--- config.mk ---
export PLATFORM = sky130hd
export DESIGN_NAME = g_rr_collector_4
export DESIGN_NICKNAME = d
export VERILOG_FILES = /design/src/rtl/g_stream_pkg.sv /design/src/rtl/g_fifo2.sv /design/src/rtl/g_rr_collector_4.sv
export SDC_FILE = /design/constraint.sdc
export NUM_CORES = 1
export LEC_CHECK = 0
export ABC_CLOCK_PERIOD_IN_PS = 2800
export CORE_UTILIZATION = 45
export DETAILED_ROUTE_END_ITERATION = 8
export GPL_ROUTABILITY_DRIVEN = 0
export PLACE_DENSITY = 0.89
export SYNTH_ARGS = -nofsm -noshare
export SYNTH_HDL_FRONTEND = slang
export SYNTH_HIERARCHICAL = 1
export SYNTH_SLANG_ARGS = --single-unit
--- constraint.sdc ---
create_clock -name clk -period 2.8 [get_ports clk]
set_clock_uncertainty 0.15 [all_clocks]
set_input_delay 0.42 -clock clk [delete_from_list [all_inputs] [get_ports clk]]
set_output_delay 0.42 -clock clk [all_outputs]
set_load 0.02 [all_outputs]
--- src/rtl/g_stream_pkg.sv ---
// g_stream_pkg: shared stream defaults, word type and round-robin helper.
package g_stream_pkg;
  localparam int G_NUM_IN = 4;
  localparam int G_DATA_W = 32;
  localparam int G_TAG_W = 5;
  typedef struct packed {
    logic [G_DATA_W-1:0] bits;
    logic [G_TAG_W-1:0] tag;
  } g_word_t;
  function automatic int rr_next(input int idx, input int n);
    return (idx + 1) % n;
  endfunction
endpackage

--- src/rtl/g_fifo2.sv ---
// g_fifo2: two-entry FIFO; head register drives dout, cleared on reset.
module g_fifo2 #(
  parameter int W = 40
) (
  input  logic         clk,
  input  logic         reset_n,
  input  logic         push,
  input  logic         pop,
  input  logic [W-1:0] din,
  output logic [W-1:0] dout,
  output logic         full,
  output logic         empty,
  output logic [1:0]   count
);
  logic [W-1:0] mem [2];
  logic rd, wr, do_push, do_pop;
  assign full = count == 2'd2;
  assign empty = count == 2'd0;
  assign do_push = push && !full;
  assign do_pop = pop && !empty;
  assign dout = mem[rd];
  always_ff @(posedge clk or negedge reset_n) begin
    if (!reset_n) begin
      mem[0] <= '0;
      mem[1] <= '0;
      rd <= 1'b0;
      wr <= 1'b0;
      count <= 2'd0;
    end else begin
      if (do_push) begin
        mem[wr] <= din;
        wr <= ~wr;
      end
      if (do_pop) rd <= ~rd;
      count <= count + {1'b0, do_push} - {1'b0, do_pop};
    end
  end
endmodule

--- src/rtl/g_rr_collector_4.sv ---
// g_rr_collector_4: round-robin merge of NUM_IN tagged streams into a 2-entry buffer.
module g_rr_collector_4
  import g_stream_pkg::*;
#(
  parameter int NUM_IN = G_NUM_IN,
  parameter int DATA_W = G_DATA_W,
  parameter int TAG_W = G_TAG_W,
  parameter int IDX_W = $clog2(NUM_IN)
) (
  input  logic                     clk,
  input  logic                     reset_n,
  input  logic [NUM_IN-1:0]        io_in_valid,
  output logic [NUM_IN-1:0]        io_in_ready,
  input  logic [NUM_IN*DATA_W-1:0] io_in_bits,
  input  logic [NUM_IN*TAG_W-1:0]  io_in_tag,
  input  logic                     io_out_ready,
  output logic                     io_out_valid,
  output logic [DATA_W-1:0]        io_out_bits,
  output logic [TAG_W-1:0]         io_out_tag,
  output logic [IDX_W-1:0]         io_chosen,
  output logic [1:0]               io_count
);
  localparam int W = DATA_W + TAG_W + IDX_W;
  logic [IDX_W-1:0] last_grant, sel;
  logic found, push, full, empty;
  logic [W-1:0] dout;
  always_comb begin
    sel = '0;
    found = 1'b0;
    for (int i = 0; i < NUM_IN; i++) begin
      if (!found && io_in_valid[rr_next(int'(last_grant) + i, NUM_IN)]) begin
        found = 1'b1;
        sel = IDX_W'(rr_next(int'(last_grant) + i, NUM_IN));
      end
    end
  end
  // reset_n gates ready so nothing is offered while the block is held in reset
  assign push = found && !full && reset_n;
  assign io_in_ready = push ? NUM_IN'(1) << sel : '0;
  always_ff @(posedge clk or negedge reset_n) begin
    if (!reset_n) last_grant <= IDX_W'(NUM_IN - 1);
    else if (push) last_grant <= sel;
  end
  g_fifo2 #(.W(W)) u_fifo (
    .clk(clk),
    .reset_n(reset_n),
    .push(push),
    .pop(io_out_valid && io_out_ready),
    .din({io_in_bits[sel*DATA_W +: DATA_W], io_in_tag[sel*TAG_W +: TAG_W], sel}),
    .dout(dout),
    .full(full),
    .empty(empty),
    .count(io_count)
  );
  assign io_out_valid = !empty;
  assign {io_out_bits, io_out_tag, io_chosen} = dout;
endmodule
==> results of run 1 <==
## through the flow
stage / setup TNS, ns / cell area [um^2] / total power [uW] / util [%]
floorplan: 0 / 5500 / 5720 / -
global placement: -0.554 / 7700 / 7450 / 64.4
detailed placement: -0.959 / 7700 / 7720 / 64.4
CTS: 0 / 8010 / 9000 / 67.0
global route: 0 / 8010 / 9500 / 66.9
finish: 0 / 8010 / 9000 / 66.9
## path summary, 6_finish.rpt
check	startpoint	endpoint	slack, ns	cells after the start
max	io_in_valid[3]	io_in_ready[3]	0.11	7
min	reset_n	u_fifo/mem[39]$_DFFE_PN0P_	0.24	2
max reg2reg	u_fifo/count[0]$_DFF_PN0_	u_fifo/mem[65]$_DFFE_PN0P_	0.42	8
min reg2reg	u_fifo/mem[55]$_DFFE_PN0P_	u_fifo/mem[55]$_DFFE_PN0P_	0.34	1
max in group asynchronous	reset_n	u_fifo/rd$_DFFE_PN0P_	1.57	2
min in group clk	u_fifo/mem[55]$_DFFE_PN0P_	u_fifo/mem[55]$_DFFE_PN0P_	0.34	1
## power groups by stage
stage / Combinational [uW] / Clock (uW) / Sequential [uW]
finish: 5520 / 1250 / 2230
global route: 5870 / 1320 / 2310
CTS: 5510 / 1260 / 2230
detailed placement: 5480 / 0 / 2250
global placement: 5290 / 0 / 2170
floorplan: 3600 / 0 / 2120
## Yosys cell counts, types with 2 or more instances
master and instances:
a21oi_1 2, a32oi_1 37, buf_1 2, buf_2 17, buf_4 2, buf_6 10
clkbuf_1 26, dfrtp_1 82, dfstp_2 2, ha_1 2, inv_1 43, mux2_1 10
mux2_2 97, mux2_4 10, nand2_1 4, nand2b_1 4, nand3_1 37, nor2_1 6
nor2b_1 2, nor3_1 4, o21ai_0 76, o32a_1 37, xnor2_1 3
## registers in the layout, summed over array words and instances (netlist names)
name / cells
last_grant: 2
u_fifo/count: 2
u_fifo/mem: 78
u_fifo/rd: 1
u_fifo/wr: 1
## cells by family after synthesis
logic type / count (synthesis)
and+or+nand+nor: 65
DFF: 84
buffers and inverters: 101
AOI/OAI and AO/OA: 158
xor gates and xnor gates: 4
adders and majority gates: 2
muxes: 118
## final cells by class
class,instances,share of cell area [%]
clock buffer,10,2.86
clock inverter,6,1.11
inverter,44,2.06
multi-input combinational,347,37.1
sequential,84,26.3
tap,147,2.30
timing repair buffer,226,28.3
## what timing repair did
action | 4_1_cts | 5_1_grt
gates resized for setup | 6 | 8
buffers inserted | 0 | 0
endpoints found under the setup margin | 4 | 3
cloned | 0 | 0
## routing by layer
| layer | track usage, % | share of wire [%] | vias up |
|---|---|---|---|
| met1 | 30.0 | 41 | 2530 |
| met2 | 45.6 | 51 | 210 |
| met3 | 4.97 | 6.2 | 26 |
| li1 | - | - | 2344 |
| met5 | 0 | 0 | - |
| met4 | 8.44 | 1.8 | 0 |
==> impl_metrics.env, run 1 <==
export IMPL_synth_main_ff_cell="dfrtp_1"
export IMPL_rsz0062_at_grt="no"
export IMPL_min_period_ns=2.69
export IMPL_clk_pin_slew_ns=0.06
export IMPL_synth_edf_count=0
export IMPL_fin_cells=864
export IMPL_nFillCells=902
export IMPL_drtAntennaViolNets=0
export IMPL_synthAdderAreaFrac_pct=0.455
export IMPL_synthTopCellsByArea="dfrtp_1, mux2_2, o21ai_0, o32a_1, a32oi_1"
export IMPL_crit_family="buffers and inverters"
export IMPL_netlist_instances=532
export IMPL_ys_async_sr_fraction_pct=100
export IMPL_holdWs_ns=0.236
export IMPL_placement_io_buffers=200
export IMPL_first_iter_violations=311
export IMPL_finalMaxSlewViolations=0
export IMPL_clock_fmax_mhz=371
export IMPL_drt_total_wl_mm=16.1
export IMPL_synthXorXnorAreaFrac_pct=0.637
export IMPL_timing_hold_violations_final=0
export IMPL_multi_input_comb_area_um2=2970
export IMPL_min_period_over_period_pct=96.2
export IMPL_timing_final_ws_setup_ns=0.107
export IMPL_leakagePower_uw=0.00319
export IMPL_cp_slowest_stage_delay_ns=0.58
export IMPL_cts_tree="built"
export IMPL_synth_top_family_by_area="multiplexers"
export IMPL_clockBufferDepth=2
export IMPL_critPathMaxFanout=6
export IMPL_start_util_pct=46.0
export IMPL_critPathSlowestCell="clkdlybuf4s50_1"
export IMPL_synth_mux_area_share_pct=24.8
export IMPL_yosysSeqAreaShare_pct=38.3
export IMPL_critPathKind="in2out"
export IMPL_synth_top_area_cell="dfrtp_1"
export IMPL_overflow=0
export IMPL_syn_area_um2=5500
export IMPL_yosys_warnings=6
export IMPL_syn_avg_cell_area_um2=10.3
export IMPL_vias=5110
export IMPL_vias_per_cell=5.91
export IMPL_antenna_found_initial=0
export IMPL_die_w_um=113
export IMPL_switching_share_pct=38.9
export IMPL_pre_cts_ws_ns=-0.269
export IMPL_sequentialPowerShare_pct=24.8
export IMPL_synthSimpleGateAreaFrac_pct=6.48
export IMPL_ios=201
export IMPL_cts_buffers=9
export IMPL_area_sequential_um2=2110
export IMPL_fin_nets=869
export IMPL_start_kind="primary input"
export IMPL_comb_power_share_pct=61.3
export IMPL_ys_types=40
export IMPL_finalSetupViolCount=0
export IMPL_p_int_uw=5500
export IMPL_drive_gt1_share_pct=23.4
export IMPL_final_common_cell="clkdlybuf4s50_1"
export IMPL_grt_pass1_wl_mm=25.7
export IMPL_drv_cap=0
export IMPL_path_buf_inv=3
export IMPL_track_usage_pct=25.3
export IMPL_grt_pass1_vias=5441
export IMPL_syn_num_nets=689
export IMPL_cp_cell_sequence="clkdlybuf4s50_1, buf_4, or2b_1, a21oi_1, nor2_1, nor3_1, dlygate4sd2_1"
export IMPL_max_slew_margin_pct=31.1
export IMPL_critPathCaptureType="output pin"
export IMPL_vdd_ir_drop_max_mv=0.565
export IMPL_area_delta_synth_final_pct=45.6
export IMPL_layout_common_cells="clkdlybuf4s50_1, mux2_2, dfrtp_1"
export IMPL_ctsHoldBuffers=0
export IMPL_root_buffer="clkbuf_16"
export IMPL_grt_max_degree=85
export IMPL_required_ns=2.23
export IMPL_status="completed"
export IMPL_core_um2=12000
export IMPL_clkPwrFrac_pct=13.9
export IMPL_drc_errors=0
export IMPL_clk_latency_ns=0.33
export IMPL_wire_per_inst_um=18.6
export IMPL_worst_slew_pin_slew_ns=1.03
export IMPL_cts_max_level=3
export IMPL_synth_compound_area_share_pct=20.6
export IMPL_chipHeight_um=113
export IMPL_hold_path_class="in2async"
export IMPL_p_sw_uw=3500
export IMPL_row_count=40
export IMPL_first_pass_iters=5
export IMPL_synth_top_cell_area_share_pct=37.3
export IMPL_dieArea_um2=12700
export IMPL_powerDensity_nw_per_um2=1120
export IMPL_crit_arrival_ns=2.12
export IMPL_n_antenna_cell=0
export IMPL_ys_ff_latch=84
export IMPL_hpwl_mm=11.2
export IMPL_clock_sinks=84
export IMPL_placed_cells=848
Note: power is estimated with default switching activity, not from simulation.
==> run 2, diff against run 1 <==
- GPL_TIMING_DRIVEN: default -> 0
==> impl_metrics.env, run 2 (synthesized netlist as in run 1, its figures left out) <==
export IMPL_status="completed"
export IMPL_cp_slowest_stage_delay_ns=0.49
export IMPL_crit_family="buffers and inverters"
export IMPL_post_dp_cell_area_um2=7710
export IMPL_fin_area_um2=8070
export IMPL_vias_per_cell=5.99
export IMPL_min_period_over_period_pct=97.0
export IMPL_path_buf_inv=4
export IMPL_reg2reg_slack_ns=0.19
export IMPL_hpwl_mm=13.7
export IMPL_dieArea_um2=12700
export IMPL_drv_cap=0
export IMPL_cts_buffers=9
export IMPL_finalMaxSlewViolations=0
export IMPL_top_regs="u_fifo/mem x78, last_grant x2, u_fifo/count x2"
export IMPL_chipHeight_um=113
export IMPL_powerDensity_nw_per_um2=1110
export IMPL_n_antenna_cell=0
export IMPL_vias=5382
export IMPL_cp_cell_sequence="clkdlybuf4s50_1, or2_2, o21a_1, buf_4, nand2_1, inv_1, nor3_1, buf_2"
export IMPL_critPathMaxFanout=10
export IMPL_placement_io_buffers=200
export IMPL_clk_pin_slew_ns=0.06
export IMPL_clk_latency_ns=0.32
export IMPL_cts_max_level=3
export IMPL_track_usage_pct=29.1
export IMPL_min_period_ns=2.71
export IMPL_holdWs_ns=0.0108
export IMPL_timing_rr_start="last_grant[1]$_DFFE_PN1P_"
export IMPL_clock_fmax_mhz=368
export IMPL_clock_sinks=84
export IMPL_wire_per_inst_um=20.7
export IMPL_critPathSlowestCell="clkdlybuf4s50_1"
export IMPL_drc_errors=0
export IMPL_start_kind="primary input"
export IMPL_overflow=0
export IMPL_worst_slew_pin_slew_ns=0.590
export IMPL_largest_reg_flops=78
export IMPL_drive_gt1_share_pct=24.1
export IMPL_r2r_end="u_fifo/mem[60]$_DFFE_PN0P_"
export IMPL_vdd_ir_drop_max_mv=0.604
export IMPL_leakagePower_uw=0.00328
export IMPL_critPathCaptureType="output pin"
export IMPL_cts_tree="built"
export IMPL_timing_hold_violations_final=0
export IMPL_core_um2=12000
export IMPL_ios=201
export IMPL_clockBufferDepth=2
export IMPL_first_iter_violations=483
export IMPL_final_common_cell="clkdlybuf4s50_1"
export IMPL_max_slew_margin_pct=60.7
export IMPL_cp_startpoint="io_in_valid[2]"
export IMPL_layout_common_cells="clkdlybuf4s50_1, mux2_2, dfrtp_1"
export IMPL_grt_pass1_vias=5583
export IMPL_cp_endpoint="io_in_ready[1]"
export IMPL_critPathKind="in2out"
export IMPL_start_util_pct=46.0
export IMPL_first_pass_iters=8
export IMPL_antenna_found_initial=0
export IMPL_drtAntennaViolNets=0
export IMPL_grt_pass1_wl_mm=28.5
export IMPL_drt_total_wl_mm=18.6
export IMPL_grt_max_degree=47
export IMPL_fin_nets=905
export IMPL_required_ns=2.23
export IMPL_finalSetupViolCount=0
export IMPL_root_buffer="clkbuf_16"
export IMPL_hold_path_class="in2async"
export IMPL_die_w_um=113
export IMPL_crit_arrival_ns=2.14
export IMPL_top_register="u_fifo/mem"
export IMPL_area_delta_synth_final_pct=46.7
export IMPL_row_count=40
export IMPL_critical_path_depth=8
export IMPL_reg2reg_depth=8
## run 2: cell types whose count changed in the layout (fill, tap and decap cells not counted), moves of 2 or more
cell	before	now
clkbuf_1	1	20
buf_12	7	2
buf_6	0	12
clkinv_2	1	5
buf_16	0	2
clkbuf_2	3	7
nor2_4	2	0
buf_4	20	5
buf_2	0	18
bufinv_16	2	0
## run 2: how the worst min path moves through the flow
stage	startpoint	cells past startpoint	to
detailed placement	reset_n	1	u_fifo/mem[6]$_DFFE_PN0P_
floorplan	reset_n	0	u_fifo/count[0]$_DFF_PN0_
CTS	reset_n	3	u_fifo/mem[45]$_DFFE_PN0P_
finish	reset_n	3	u_fifo/mem[45]$_DFFE_PN0P_
global placement	u_fifo/mem[55]$_DFFE_PN0P_	1	u_fifo/mem[55]$_DFFE_PN0P_
global route	reset_n	3	u_fifo/mem[6]$_DFFE_PN0P_
## run 2: area by class of cell
cell class,count,area (um^2)
fill,909,3890
multi-input combinational,347,2930
sequential,84,2100
timing repair buffer,205,2080
buffer,57,345
clock buffer,9,225
tap,147,184
inverter,44,165
clock inverter,6,32.5
## run 2: what timing repair did
item                       4_1_cts  5_1_grt
gates resized for setup         22       20
buffers inserted                 0        1
pin swaps                        0        1
setup endpoints to repair        5       48
hold buffers                     3        0
hold endpoints to repair        36        0
## run 2: per-stage QoR
stage	power, uW	worst slack [ns]	util [%]	setup TNS, ns	std cells
2_1_floorplan	5720	0.412	-	0	532
3_3_place_gp	7590	-2.80	64.3	-348.10	879
3_5_place_dp	7830	-0.543	64.5	-18.97	880
4_1_cts	8920	-0.0631	67.2	-0.114	898
5_1_grt	9460	-0.0200	67.4	-0.0458	899
6_report	8990	0.0851	67.4	0	899
## run 2: worst register-to-register path, stage by stage, from the launching register on
cell	delay, ns
dfstp_2	0.52
buf_6	0.12
mux2i_1	0.25
o22ai_2	0.13
nor2_2	0.15
buf_6	0.16
clkbuf_1	0.45
a32oi_1	0.23
mux2_1	0.35
## run 2: layer usage
metal,track usage [%],share of wire (%)
met1,34.9,40
met2,52.7,52
met3,4.81,5.9
met4,10.1,1.5
met5,0,0
## run 2: power by group
| part | switching (uW) | internal, uW |
|---|---|---|
| clock network | 458 | 587 |
| logic | 2860 | 2870 |
| registers | 352 | 1870 |
| total | 3670 | 5330 |
